$ cat src/rtl/disp7seg_scan.sv
// Multiplexed DIGITS-wide 7-segment scanner with tear-free frame-boundary updates.
// Optional build macro: LEADING_ZERO_BLANK_EN (auto-blank leading zero digits).
module disp7seg_scan #(
  parameter int DIGITS      = 4,
  parameter int REFRESH_DIV = 50000,
  parameter int GUARD       = 2
) (
  input  logic                  clk,
  input  logic                  rst_n,
  input  logic                  load,
  input  logic [4*DIGITS-1:0]   valor,
  input  logic [DIGITS-1:0]     dp_in,
  input  logic [DIGITS-1:0]     blank_in,
  output logic [7:0]            sieteseg_a2g_dp,
  output logic [DIGITS-1:0]     anodo,
  output logic                  frame_done
);

  localparam int DW = (REFRESH_DIV > 1) ? $clog2(REFRESH_DIV) : 1;
  localparam int IW = $clog2(DIGITS);

  logic [DW-1:0]         div;
  logic [IW-1:0]         idx;
  logic                  div_wrap;
  logic                  boundary;

  logic [4*DIGITS-1:0]   pend_val;
  logic [DIGITS-1:0]     pend_dp;
  logic [DIGITS-1:0]     pend_blank;
  logic                  pend_valid;

  logic [4*DIGITS-1:0]   disp_val;
  logic [DIGITS-1:0]     disp_dp;
  logic [DIGITS-1:0]     disp_blank;
  logic [DIGITS-1:0]     eff_blank;

  logic                  in_guard;
  logic [3:0]            nib;

  function automatic logic [6:0] seg7(input logic [3:0] n);
    case (n)
      4'h0: seg7 = 7'b0000001;
      4'h1: seg7 = 7'b1001111;
      4'h2: seg7 = 7'b0010010;
      4'h3: seg7 = 7'b0000110;
      4'h4: seg7 = 7'b1001100;
      4'h5: seg7 = 7'b0100100;
      4'h6: seg7 = 7'b0100000;
      4'h7: seg7 = 7'b0001111;
      4'h8: seg7 = 7'b0000000;
      4'h9: seg7 = 7'b0000100;
      4'hA: seg7 = 7'b0001000;
      4'hB: seg7 = 7'b1100000;
      4'hC: seg7 = 7'b0110001;
      4'hD: seg7 = 7'b1000010;
      4'hE: seg7 = 7'b0110000;
      default: seg7 = 7'b0111000;
    endcase
  endfunction

  assign div_wrap = (div == DW'(REFRESH_DIV - 1));
  assign boundary = div_wrap && (idx == IW'(DIGITS - 1));

  always_ff @(posedge clk or negedge rst_n) begin
    if (!rst_n) begin
      div <= '0;
      idx <= '0;
    end else if (div_wrap) begin
      div <= '0;
      idx <= (idx == IW'(DIGITS - 1)) ? '0 : idx + 1'b1;
    end else begin
      div <= div + 1'b1;
    end
  end

  // A load coinciding with the boundary bypasses pending so it is not delayed a frame.
  always_ff @(posedge clk or negedge rst_n) begin
    if (!rst_n) begin
      pend_val   <= '0;
      pend_dp    <= '0;
      pend_blank <= '1;
      pend_valid <= 1'b0;
      disp_val   <= '0;
      disp_dp    <= '0;
      disp_blank <= '1;
    end else begin
      if (load) begin
        pend_val   <= valor;
        pend_dp    <= dp_in;
        pend_blank <= blank_in;
        pend_valid <= 1'b1;
      end
      if (boundary) begin
        if (load) begin
          disp_val   <= valor;
          disp_dp    <= dp_in;
          disp_blank <= blank_in;
          pend_valid <= 1'b0;
        end else if (pend_valid) begin
          disp_val   <= pend_val;
          disp_dp    <= pend_dp;
          disp_blank <= pend_blank;
          pend_valid <= 1'b0;
        end
      end
    end
  end

`ifdef LEADING_ZERO_BLANK_EN
  logic higher_dark;

  // Walk from the most significant digit down; digit 0 is never suppressed.
  always_comb begin
    eff_blank   = disp_blank;
    higher_dark = 1'b1;
    for (int unsigned k = 0; k < DIGITS - 1; k++) begin
      if (higher_dark && (disp_val[4*(DIGITS-1-k) +: 4] == 4'h0) && !disp_dp[DIGITS-1-k])
        eff_blank[DIGITS-1-k] = 1'b1;
      higher_dark = higher_dark &&
                    ((disp_val[4*(DIGITS-1-k) +: 4] == 4'h0) || eff_blank[DIGITS-1-k]);
    end
  end
`else
  assign eff_blank = disp_blank;
`endif

  assign in_guard = (int'(div) < GUARD);
  assign nib      = disp_val[{idx, 2'b00} +: 4];

  always_ff @(posedge clk or negedge rst_n) begin
    if (!rst_n) begin
      sieteseg_a2g_dp <= 8'hFF;
      anodo           <= '1;
      frame_done      <= 1'b0;
    end else begin
      frame_done <= boundary;
      if (in_guard) begin
        anodo           <= '1;
        sieteseg_a2g_dp <= 8'hFF;
      end else begin
        anodo           <= ~(DIGITS'(1) << idx);
        sieteseg_a2g_dp <= eff_blank[idx] ? 8'hFF : {seg7(nib), ~disp_dp[idx]};
      end
    end
  end

endmodule

$ cat config.mk
export PLATFORM = sky130hd
export DESIGN_NAME = disp7seg_scan
export DESIGN_NICKNAME = d
export VERILOG_FILES = /design/src/rtl/disp7seg_scan.sv
export SDC_FILE = /design/constraint.sdc
export NUM_CORES = 1
export LEC_CHECK = 0
export CORE_ASPECT_RATIO = 1.4
export CORE_UTILIZATION = 56
export DETAILED_ROUTE_END_ITERATION = 10
export PLACE_DENSITY = 0.9
export SLEW_MARGIN = 15
export SYNTH_ARGS = -nofsm -noshare
export SYNTH_HDL_FRONTEND = slang
export SYNTH_SLANG_ARGS = --single-unit
$ cat constraint.sdc
create_clock -name clk -period 2.8 [get_ports clk]
set_input_delay 0.42 -clock clk [delete_from_list [all_inputs] [get_ports clk]]
set_output_delay 0.42 -clock clk [all_outputs]
set_load 0.01 [all_outputs]
==> flow_metrics.env, run 1 <==
export IMPL_status="finished, violations left"
export IMPL_violations="DRC"
export IMPL_worstSkewPairLatency_ns=0.35
export IMPL_relSlewSlack_pct=36.5
export IMPL_antenna_found_initial=0
export IMPL_grt_use_total_pct=21.2
export IMPL_p_comb_share_pct=5.5
export IMPL_place_hpwl_um=4440
export IMPL_die_area_um2=6950
export IMPL_num_fill_cells=435
export IMPL_cp_required_ns=3.07
export IMPL_fin_setup_tns_ns=0
export IMPL_power_clock_fraction_pct=38.3
export IMPL_ctsHoldBuffers=0
export IMPL_cts_root_buf="clkbuf_8"
export IMPL_synthesis_area_um2=3700
export IMPL_drc=2
export IMPL_hold_path_class="input port to async pin"
export IMPL_ant_nets=0
export IMPL_grt_max_degree=81
export IMPL_synth_cells=277
export IMPL_clkTransAtPathRegs_ns=0.08
export IMPL_ctsLongestPathBuffers=2
export IMPL_drt_iter0_markers=211
export IMPL_synth_cell_types=38
export IMPL_io_pins=40
export IMPL_fin_skew_ns=0.00735
export IMPL_crit_fanout=11
export IMPL_regArea_um2=2030
export IMPL_slew_viol_final=0
export IMPL_firstDrtPassIters=7
export IMPL_die_h_um=98.2
export IMPL_p_sw_uw=443
export IMPL_numPortBuffers=39
export IMPL_place_congestion=0.851
export IMPL_tightest_slew_ns=0.953
export IMPL_ys_warn_count=0
export IMPL_cp_arrival_ns=2.58
export IMPL_synth_top_area_share_pct=40.5
export IMPL_n_antenna_cell=0
export IMPL_synth_common_cells="dfrtp_1, mux2_2, dfstp_2, mux2_4, nand2_1"
export IMPL_min_period_over_period_pct=82.4
export IMPL_drv_cap=0
export IMPL_via_per_inst=5.68
export IMPL_rsz0062_at_grt="false"
export IMPL_ys_ff_latch=80
export IMPL_synth_async_sr_flop_share_pct=100
export IMPL_ys_flop_type="dfrtp_1"
export IMPL_powerDensity_nw_per_um2=495
export IMPL_ir_worst_vdd_mv=0.409
export IMPL_final_setup_viol_count=0
export IMPL_multiInputGateArea_um2=1590
export IMPL_criticalPathCategory="flip-flop to flip-flop"
export IMPL_fin_nets=357
export IMPL_grt_pass1_wl_um=11200
export IMPL_grt_pass1_vias=2362
export IMPL_synthTopCellsByArea="dfrtp_1, dfstp_2, mux2_2"
export IMPL_worstSetupStartpointType="flip-flop"
export IMPL_avgSynthCellArea_um2=13.4
export IMPL_synth_most_common_cell="dfrtp_1"
export IMPL_intPower_mw=1.70
export IMPL_finalHoldViolCount=0
export IMPL_syn_to_final_growth_pct=16.8
export IMPL_cts_sink_count=80
export IMPL_yosysTopAreaCell="dfrtp_1"
export IMPL_synth_edf_count=0
export IMPL_place_area_um2=4140
export IMPL_core_area_um2=6300
export IMPL_power_mw=2.14
export IMPL_seq_area_frac_synth_pct=54.7
export IMPL_design_area_um2=4330
export IMPL_std_cell_rows=34
export IMPL_gr_total_overflow=0
export IMPL_cts_setup_buffers=0
export IMPL_wl_per_cell_um=16.4
export IMPL_syn_num_nets=315
export IMPL_sw_frac_of_total_pct=20.7
export IMPL_seqPwrFrac_pct=56.2
export IMPL_min_period_ns=2.31
export IMPL_via_count=2249
export IMPL_cts_tree="done"
export IMPL_drt_total_wl_um=6500
export IMPL_start_util_pct=58.8
export IMPL_drive_gt1_share_pct=28.4
export IMPL_p_leak_nw=1.93
export IMPL_fmax_ghz=0.433
export IMPL_htreeDepth=3
export IMPL_die_w_um=70.7
export IMPL_crit_path_end_kind="flip-flop"
export IMPL_cts_resized=0
export IMPL_cts_buffers=9
-- through the flow --
| step | worst slack [ns] | hold WS [ns] | instances | utilization (%) |
|---|---|---|---|---|
| after floorplan | 0.760 | 0.124 | 277 | - |
| after global placement | 0.582 | 0.465 | 380 | 65.8 |
| after detailed placement | 0.561 | 0.477 | 380 | 65.8 |
| after CTS | 0.486 | 0.242 | 396 | 68.7 |
| after global routing | 0.269 | 0.288 | 396 | 68.7 |
| final | 0.492 | 0.212 | 396 | 68.7 |
-- sequential cells by signal, summed over array words and instances (netlist names) --
signal and flops:
idx 2, pend_val 16, frame_done 1, disp_blank 4, pend_valid 1, anodo 4
pend_dp 4, disp_dp 4, disp_val 16, div 16, pend_blank 4, sieteseg_a2g_dp 8
-- path summary, 6_finish.rpt --
check                      slack (ns)    from                 end  cells past startpoint
max                              0.49  idx[0]  sieteseg_a2g_dp[7]                      7
min                              0.21   rst_n        pend_val[15]                      1
max in group asynchronous        1.97   rst_n         disp_val[3]                      1
max reg2reg                      0.49  idx[0]  sieteseg_a2g_dp[7]                      7
min in group clk                 0.48  div[0]              div[0]                      1
min reg2reg                      0.48  div[0]              div[0]                      1
-- cell families after synthesis --
logic type               after synthesis  share of synthesized area, %
AO/OA/AOI/OAI                         24                          4.09
XOR/XNOR                              16                          3.78
adder cells (fa/ha/maj)               11                          3.71
buffers and inverters                 19                          2.43
flip-flops                            80                          54.7
multiplexers                          59                          21.7
AND/OR/NAND/NOR                       68                          9.59
-- critical path: stages (launching register included) --
cell,delay (ns)
dfrtp_1,0.69
mux4_2,0.64
inv_1,0.17
ha_1,0.22
nor3_1,0.06
a31oi_1,0.15
a211oi_1,0.09
o21ai_0,0.19
-- power by group through the flow --
stage	registers [mW]	clock network, mW	logic [mW]
finish	1.20	0.820	0.118
global route	1.21	0.899	0.131
CTS	1.20	0.847	0.123
detailed placement	1.22	0	0.122
global placement	1.22	0	0.119
floorplan	1.22	0	0.0503
-- final cells by class --
| cell class | instances | share of cell area [%] |
|---|---|---|
| clock buffers | 15 | 3.61 |
| clock inverters | 1 | 0.694 |
| inverters | 9 | 0.781 |
| multi-input cells | 178 | 36.7 |
| flip-flops and latches | 80 | 46.8 |
| well taps | 72 | 2.08 |
| repair buffers | 41 | 9.31 |
-- metal layers --
layer | share of wire, % | GRT usage, %
met1 | 40 | 25.1
met2 | 53 | 35.6
met3 | 4.1 | 5.06
met4 | 3.1 | 11.2
met5 | 0 | 0
-- cell usage in the layout, fill, tap and decap left out, drive strengths merged, types with 4 or more instances in the layout --
cell type and n:
xor2 8, inv 9, dfstp 20, nor2 18, mux2 50, nor4 4, mux4 6, nand2 20
ha 11, o21ai 10, nand4 5, nand3 6, dfrtp 60, nor3 5, clkdlybuf4s50 38, clkbuf 15
xnor2 8
Note: power is estimated with default switching activity, not from simulation.
==> inputs of run 2 (changes only) <==
Settings changed: CORE_UTILIZATION 56 to 51, PLACE_DENSITY 0.9 to 0.87.
Clock period 2.8 ns to 1.9 ns, I/O delays scaled along.
==> flow_metrics.env, run 2 (synthesis results as in run 1) <==
export IMPL_status="finished, violations left"
export IMPL_violations="setup timing"
export IMPL_gr_total_overflow=0
export IMPL_antenna_found_initial=0
export IMPL_htreeDepth=3
export IMPL_relSlewSlack_pct=45.1
export IMPL_drive_gt1_share_pct=41.8
export IMPL_p_leak_nw=2.11
export IMPL_min_period_over_period_pct=103
export IMPL_tightest_slew_ns=0.816
export IMPL_reg_top3="disp_val (16), div (16), pend_val (16)"
export IMPL_place_congestion=0.879
export IMPL_slew_viol_final=0
export IMPL_via_count=2399
export IMPL_setup_slack_ns=-0.0487
export IMPL_path_cells="or4_4, nor4_4, nand4_4, buf_12, mux2_4"
export IMPL_cts_root_buf="clkbuf_8"
export IMPL_std_cell_rows=36
export IMPL_crit_fanout=24
export IMPL_die_area_um2=7610
export IMPL_cp_arrival_ns=2.18
export IMPL_firstDrtPassIters=6
export IMPL_grt_pass1_wl_um=11600
export IMPL_clkTransAtPathRegs_ns=0.07
export IMPL_criticalPathCategory="flip-flop to flip-flop"
export IMPL_drc=0
export IMPL_place_hpwl_um=4750
export IMPL_num_fill_cells=475
export IMPL_fin_nets=387
export IMPL_worstSetupStartpointType="flip-flop"
export IMPL_cts_buffers=9
export IMPL_drv_cap=0
export IMPL_ff2ff_setup_slack_ns=-0.05
export IMPL_drt_total_wl_um=7220
export IMPL_start_util_pct=53.1
export IMPL_core_area_um2=6980
export IMPL_via_per_inst=5.34
export IMPL_grt_max_degree=44
export IMPL_powerDensity_nw_per_um2=646
export IMPL_critPathTopFamily="simple AND/OR/NAND/NOR gates"
export IMPL_syn_to_final_growth_pct=27.8
export IMPL_die_h_um=103
export IMPL_final_setup_viol_count=21
export IMPL_power_mw=3.06
export IMPL_cp_required_ns=2.13
export IMPL_numPortBuffers=39
export IMPL_final_cell_mix="dfrtp_1, clkdlybuf4s50_1, mux2_2, buf_4"
export IMPL_worstSkewPairLatency_ns=0.35
export IMPL_io_pins=40
export IMPL_crit_path_end_kind="flip-flop"
export IMPL_drt_iter0_markers=165
export IMPL_rsz0062_at_grt="true"
export IMPL_n_antenna_cell=0
export IMPL_dp_slack_ns=-0.0451
export IMPL_hold_path_class="input port to async pin"
export IMPL_critPathSlowestCell="or4_4"
export IMPL_cts_sink_count=80
export IMPL_wl_per_cell_um=16.1
export IMPL_slowest_delay_ns=0.54
export IMPL_fin_skew_ns=0.00869
export IMPL_ctsLongestPathBuffers=2
export IMPL_ir_worst_vdd_mv=0.795
export IMPL_fmax_ghz=0.513
export IMPL_die_w_um=74.0
export IMPL_finalHoldViolCount=0
export IMPL_grt_use_total_pct=20.8
export IMPL_crit_buf_inv=1
export IMPL_min_period_ns=1.95
export IMPL_ant_nets=0
export IMPL_cts_tree="done"
export IMPL_final_common_cell="dfrtp_1"
export IMPL_grt_pass1_vias=2380
## run 2: cell type report
type                            instances  area [µm²]  share of cell area, %
Tap cell                               95         119                   2.51
Timing Repair Buffer                   71         697                   14.7
Sequential cell                        80        2030                   42.8
Inverter                                9        33.8                  0.713
Clock buffer                           15         166                   3.51
Clock inverter                          1        5.00                  0.106
Multi-Input combinational cell        178        1690                   35.6
## run 2: metal layers
metal | GRT usage [%] | wire length, µm | vias to the layer above
met2 | 33.8 | 3790 | 54
met1 | 26.0 | 3030 | 1206
met3 | 3.81 | 208 | 17
met5 | 0 | 0 | -
li1 | - | - | 1122
met4 | 12.0 | 198 | 0
## run 2: worst reg2reg max path, stage by stage, from the launching register on
cell and delay, ns:
dfrtp_1 0.38, or4_4 0.54, nor4_4 0.24, nand4_4 0.15, buf_12 0.20, mux2_4 0.32
## run 2: worst paths after layout
| kind | startpoint | to | cells past startpoint |
|---|---|---|---|
| worst max-delay path | div[10] | disp_val[7] | 5 |
| min in group clk | div[0] | div[0] | 1 |
| worst min-delay path | rst_n | disp_val[7] | 2 |
| worst min register to register | div[0] | div[0] | 1 |
| max in group asynchronous | rst_n | disp_blank[1] | 3 |
| worst max register to register | div[10] | disp_val[7] | 5 |
## run 2: through the flow
stage                     TNS (ns)  cell area, µm²  instances  utilization (%)  hold slack (ns)
after global routing         -2.98            4740        449             67.8            0.495
after CTS                   -0.777            4590        446             65.8            0.444
after global placement      -0.248            4400        428             63.0            0.272
after floorplan              -2.63            3710        277                -          -0.0106
after detailed placement    -0.582            4400        428             63.0            0.278
final                       -0.665            4740        449             67.8            0.443
## run 2: what timing repair did
item,4_1_cts,5_1_grt
buffers inserted,1,3
hold buffers,1,0
cloned,0,0
gates resized for setup,4,42
hold endpoints to repair,22,0
setup endpoints to repair,24,46
pin swaps,0,11
## run 2: where the power goes
part           total, mW  switching (mW)  internal [mW]
clock network       1.10           0.558          0.547
logic              0.183          0.0793          0.104
registers           1.77          0.0121           1.76
